===== src/rtl/bomb_field_placer.sv =====
// rtl/bomb_field_placer.sv - random bomb placement on an 8x8 board via LFSR draw and linear probing
// Optional SAFE_CELL_EN: adds safe_cell input; that cell never receives a bomb.
module bomb_field_placer #(
  parameter int                LFSR_W    = 16,
  parameter logic [LFSR_W-1:0] LFSR_TAPS = 16'hB400,
  parameter logic [LFSR_W-1:0] LFSR_SEED = 16'hACE1
) (
  input  logic        clk,
  input  logic        rst,
  input  logic        start,
  input  logic [5:0]  bomb_count,
`ifdef SAFE_CELL_EN
  input  logic [5:0]  safe_cell,
`endif
  output logic [63:0] board,
  output logic [5:0]  bombs_placed,
  output logic        busy,
  output logic        done
);

  typedef enum logic [1:0] {
    S_IDLE  = 2'd0,
    S_DRAW  = 2'd1,
    S_PROBE = 2'd2,
    S_DONE  = 2'd3
  } state_t;

  state_t            state, state_nxt;
  logic [LFSR_W-1:0] lfsr;
  logic [5:0]        ptr;
  logic [5:0]        target;
  logic              excluded;
  logic              cell_free;
  logic              last_bomb;
  logic              accept;

`ifdef SAFE_CELL_EN
  logic [5:0] safe_q;
  assign excluded = (ptr == safe_q);
`else
  assign excluded = 1'b0;
`endif

  assign cell_free = !board[ptr] && !excluded;
  assign last_bomb = (bombs_placed + 6'd1) == target;
  assign accept    = start && (state == S_IDLE || state == S_DONE);

  always_ff @(posedge clk) begin
    if (rst) state <= S_IDLE;
    else     state <= state_nxt;
  end

  always_comb begin
    state_nxt = state;
    case (state)
      S_IDLE, S_DONE: begin
        if (start) state_nxt = (bomb_count == 6'd0) ? S_DONE : S_DRAW;
      end
      S_DRAW:  state_nxt = S_PROBE;
      S_PROBE: begin
        if (cell_free) state_nxt = last_bomb ? S_DONE : S_DRAW;
      end
      default: state_nxt = S_IDLE;
    endcase
  end

  always_comb begin
    busy = 1'b0;
    done = 1'b0;
    case (state)
      S_DRAW, S_PROBE: busy = 1'b1;
      S_DONE:          done = 1'b1;
      default: ;
    endcase
  end

  // The LFSR free-runs in every state so start timing contributes entropy.
  always_ff @(posedge clk) begin
    if (rst) begin
      lfsr         <= LFSR_SEED;
      board        <= '0;
      bombs_placed <= '0;
      ptr          <= '0;
      target       <= '0;
`ifdef SAFE_CELL_EN
      safe_q       <= '0;
`endif
    end else begin
      lfsr <= lfsr[0] ? ((lfsr >> 1) ^ LFSR_TAPS) : (lfsr >> 1);
      if (accept) begin
        target       <= bomb_count;
        board        <= '0;
        bombs_placed <= '0;
`ifdef SAFE_CELL_EN
        safe_q       <= safe_cell;
`endif
      end
      if (state == S_DRAW) ptr <= lfsr[5:0];
      if (state == S_PROBE) begin
        if (cell_free) begin
          board[ptr]   <= 1'b1;
          bombs_placed <= bombs_placed + 6'd1;
        end else begin
          ptr <= ptr + 6'd1;
        end
      end
    end
  end

endmodule


===== config.mk =====
export PLATFORM = sky130hd
export DESIGN_NAME = bomb_field_placer
export DESIGN_NICKNAME = d
export VERILOG_FILES = /design/src/rtl/bomb_field_placer.sv
export SDC_FILE = /design/constraint.sdc
export NUM_CORES = 1
export LEC_CHECK = 0
export CAP_MARGIN = 10
export CORE_ASPECT_RATIO = 0.5
export CORE_MARGIN = 4
export CORE_UTILIZATION = 35
export DETAILED_ROUTE_END_ITERATION = 8
export SYNTH_ARGS = -nofsm -noshare
export SYNTH_HDL_FRONTEND = slang
export SYNTH_SLANG_ARGS = --single-unit

===== constraint.sdc =====
create_clock -name clk -period 2.54 [get_ports clk]
set_clock_uncertainty 0.2 [all_clocks]
set_input_delay 0.762 -clock clk [delete_from_list [all_inputs] [get_ports clk]]
set_output_delay 0.762 -clock clk [all_outputs]
set_load 0.01 [all_outputs]

==> impl_metrics.json <==
{
  "grt_usage_pct": 19.1,
  "crit_arrival_ns": 2.97,
  "hpwl_um": 9940,
  "cts.sinks": 100,
  "place.gp.congestion": 0.877,
  "h-tree-depth": 3,
  "antenna_found_initial": 0,
  "final_util_pct": 52.8,
  "rsz0062_at_grt": "yes",
  "die_w_um": 170,
  "wl_um": 14700,
  "first_pass_iters": 7,
  "area_growth_pct": 46.4,
  "critPathBufInv": 4,
  "holdCritPathClass": "reg2reg",
  "cp_max_fo": 21,
  "slew_viol_final": 0,
  "drive_gt1_share_pct": 25.1,
  "finalHoldViolations": 0,
  "max_freq_mhz": 348,
  "fin_ws_ns": -0.336,
  "cts_tree": "done",
  "drt_iter0_markers": 298,
  "synth_edf_count": 0,
  "chipHeight_um": 89.0,
  "io_buffers": 80,
  "ys_seq_area_share_pct": 43.6,
  "wl_per_cell_um": 18.0,
  "vias": 4500,
  "crit_top_cell": "buf_6",
  "syn_area_mm2": 0.00459,
  "die_area_mm2": 0.0151,
  "yosys.area.top_type_share_pct": 43.6,
  "syn_nets": 515,
  "grt-ovfl-total": 0,
  "reg2regPathDepth": 11,
  "critPathMaxStageDelay_ns": 0.49,
  "numCtsBuffers": 9,
  "startpoint_type": "register",
  "end_kind": "register",
  "hold_buffers": 0,
  "crit_type": "reg2reg",
  "p_total_mw": 4.93,
  "cts_root_buffer": "clkbuf_16",
  "synth_top_area_cell": "dfxtp_1",
  "setup.worst_path.start": "ptr[1]",
  "ir_worst_vdd_mv": 0.353,
  "r2r_end": "board[31]",
  "yosys-top-cells-area": "dfxtp_1, a32oi_1, nor2_1",
  "grt_pass1_vias": 4207,
  "core_area_mm2": 0.0127,
  "async_reset_ff_share_pct": 0,
  "yosys_warnings": 0,
  "grt_max_degree": 65,
  "violations": "negative setup slack",
  "powerDensity_mw_per_mm2": 733,
  "pre_cts_ws_ns": -0.396,
  "cp_slowest_cell": "mux4_2",
  "clk_latency_ns": 0.35,
  "io_pins": 81,
  "avgSynthCellArea_um2": 9.18,
  "reg2reg_slack_ns": -0.34,
  "nets": 655,
  "p_leak_nw": 2.51,
  "postRouteAntennaNets": 0,
  "via_per_inst": 5.52,
  "maxSlewHeadroom_pct": 55.6,
  "synth_cells": 500,
  "status": "finished, violations left",
  "hold_path_end": "lfsr[11]",
  "cp.required_ns": 2.63,
  "period_share_pct": 113,
  "cts.clk_slew.worst_paths_ns": 0.07,
  "tns_ns": -22.21,
  "timing.final.crit_period_ns": 2.88,
  "num_antenna_cells": 0,
  "worst_slew_pin_slew_ns": 0.666,
  "grt_first_pass_wirelength_um": 22700,
  "route.detailed.drc": 0,
  "synth_ff_type": "dfxtp_1",
  "setup_viol": 78,
  "num_rows": 29,
  "timing.rr.start": "ptr[1]",
  "crit_chain": "buf_6 > mux4_2 > mux2i_1 > a211oi_1 > a211o_1 > buf_6 > nor4_4 > buf_6 > buf_12 > a32oi_1 > nor2_1",
  "holdWs_ns": 0.211,
  "hold_start": "lfsr[12]",
  "start_util_pct": 36.0,
  "clockBufferDepth": 2,
  "crit_family": "multiplexers",
  "ys_types": 55,
  "maxCapViolations": 0,
  "ys_ff_latch": 100,
  "min_path_cells": 1
}
## through the flow
stage	instances	cell area [um^2]
floorplan	500	4600
global placement	790	6100
detailed placement	790	6100
CTS	809	6490
global route	815	6720
finish	815	6720
## Yosys cell counts, types with 3 or more instances
library cell / number
mux2i_1: 11
and3_1: 6
o21ai_0: 9
buf_2: 9
inv_1: 7
nor2b_1: 9
a21boi_0: 3
a21oi_1: 9
mux4_2: 6
a32oi_1: 65
a31oi_1: 3
buf_4: 8
xnor2_1: 7
or2_2: 6
nand2_1: 32
dfxtp_1: 100
nor2_1: 82
a211oi_1: 5
nor3_1: 10
nand2b_1: 8
clkbuf_1: 28
a211o_1: 4
and3b_1: 3
nand3_1: 8
nor3b_1: 8
o31ai_1: 4
mux2_2: 5
ha_1: 6
## state kept, by name (all words and copies together) (netlist names)
signal        flops
ptr               6
target            6
bombs_placed      6
board            64
state             2
lfsr             16
## worst max-delay path by stage
| stage | to | cells past startpoint |
|---|---|---|
| after floorplan | state[1] | 8 |
| after global placement | state[1] | 7 |
| after detailed placement | state[1] | 7 |
| after CTS | state[1] | 9 |
| after global routing | board[30] | 11 |
| final | board[31] | 11 |
## logic make-up after synthesis
family                   synth area share, %
AND/OR/NAND/NOR                         18.9
AO/OA/AOI/OAI                           21.6
flip-flops                              43.6
buffers and inverters                   6.02
multiplexers                            6.57
XOR/XNOR                                1.72
adder cells (fa/ha/maj)                 1.64
## cells in the final DEF, fill, tap and decap left out, types with 4 or more instances in the layout
master,instances
dfxtp_1,96
nor2_1,80
clkdlybuf4s50_1,78
buf_4,78
a32oi_1,59
nand2_1,30
buf_6,12
mux2i_1,11
clkbuf_16,11
nor3_1,9
nor2b_1,9
nor3b_1,8
nand3_1,8
a21oi_1,8
inv_1,7
nand2b_1,7
xnor2_1,7
and3_1,6
mux4_2,6
or2_2,6
a32oi_2,6
ha_1,6
buf_12,6
o21ai_0,5
a211o_1,4
o31ai_1,4
## metal layers
layer  GRT usage, %  vias to the layer above  wire, um
met1           27.8                     2187      7050
li1               -                     2140         -
met5              0                        -         0
met4           4.06                        0       200
met2           29.2                      158      6470
met3           4.28                       15       934
## power by group
group | internal (mW) | switching, mW
clock | 0.863 | 0.606
sequential | 1.65 | 0.0992
combinational | 0.733 | 0.972
total | 3.25 | 1.68
## repair_timing
item,CTS,global route
pin swaps,0,18
cloned,1,2
setup buffers,2,4
resized for setup,23,35
endpoints found under the setup margin,79,78
## cell type report
| cell class | count | area, um^2 |
|---|---|---|
| clock buffers | 10 | 229 |
| clock inverters | 6 | 88.8 |
| fillers | 1201 | 6010 |
| inverters | 9 | 33.8 |
| multi-input cells | 342 | 2460 |
| flip-flops and latches | 100 | 2010 |
| well taps | 170 | 213 |
| repair buffers | 178 | 1690 |
Note: power is estimated with default switching activity, not from simulation.
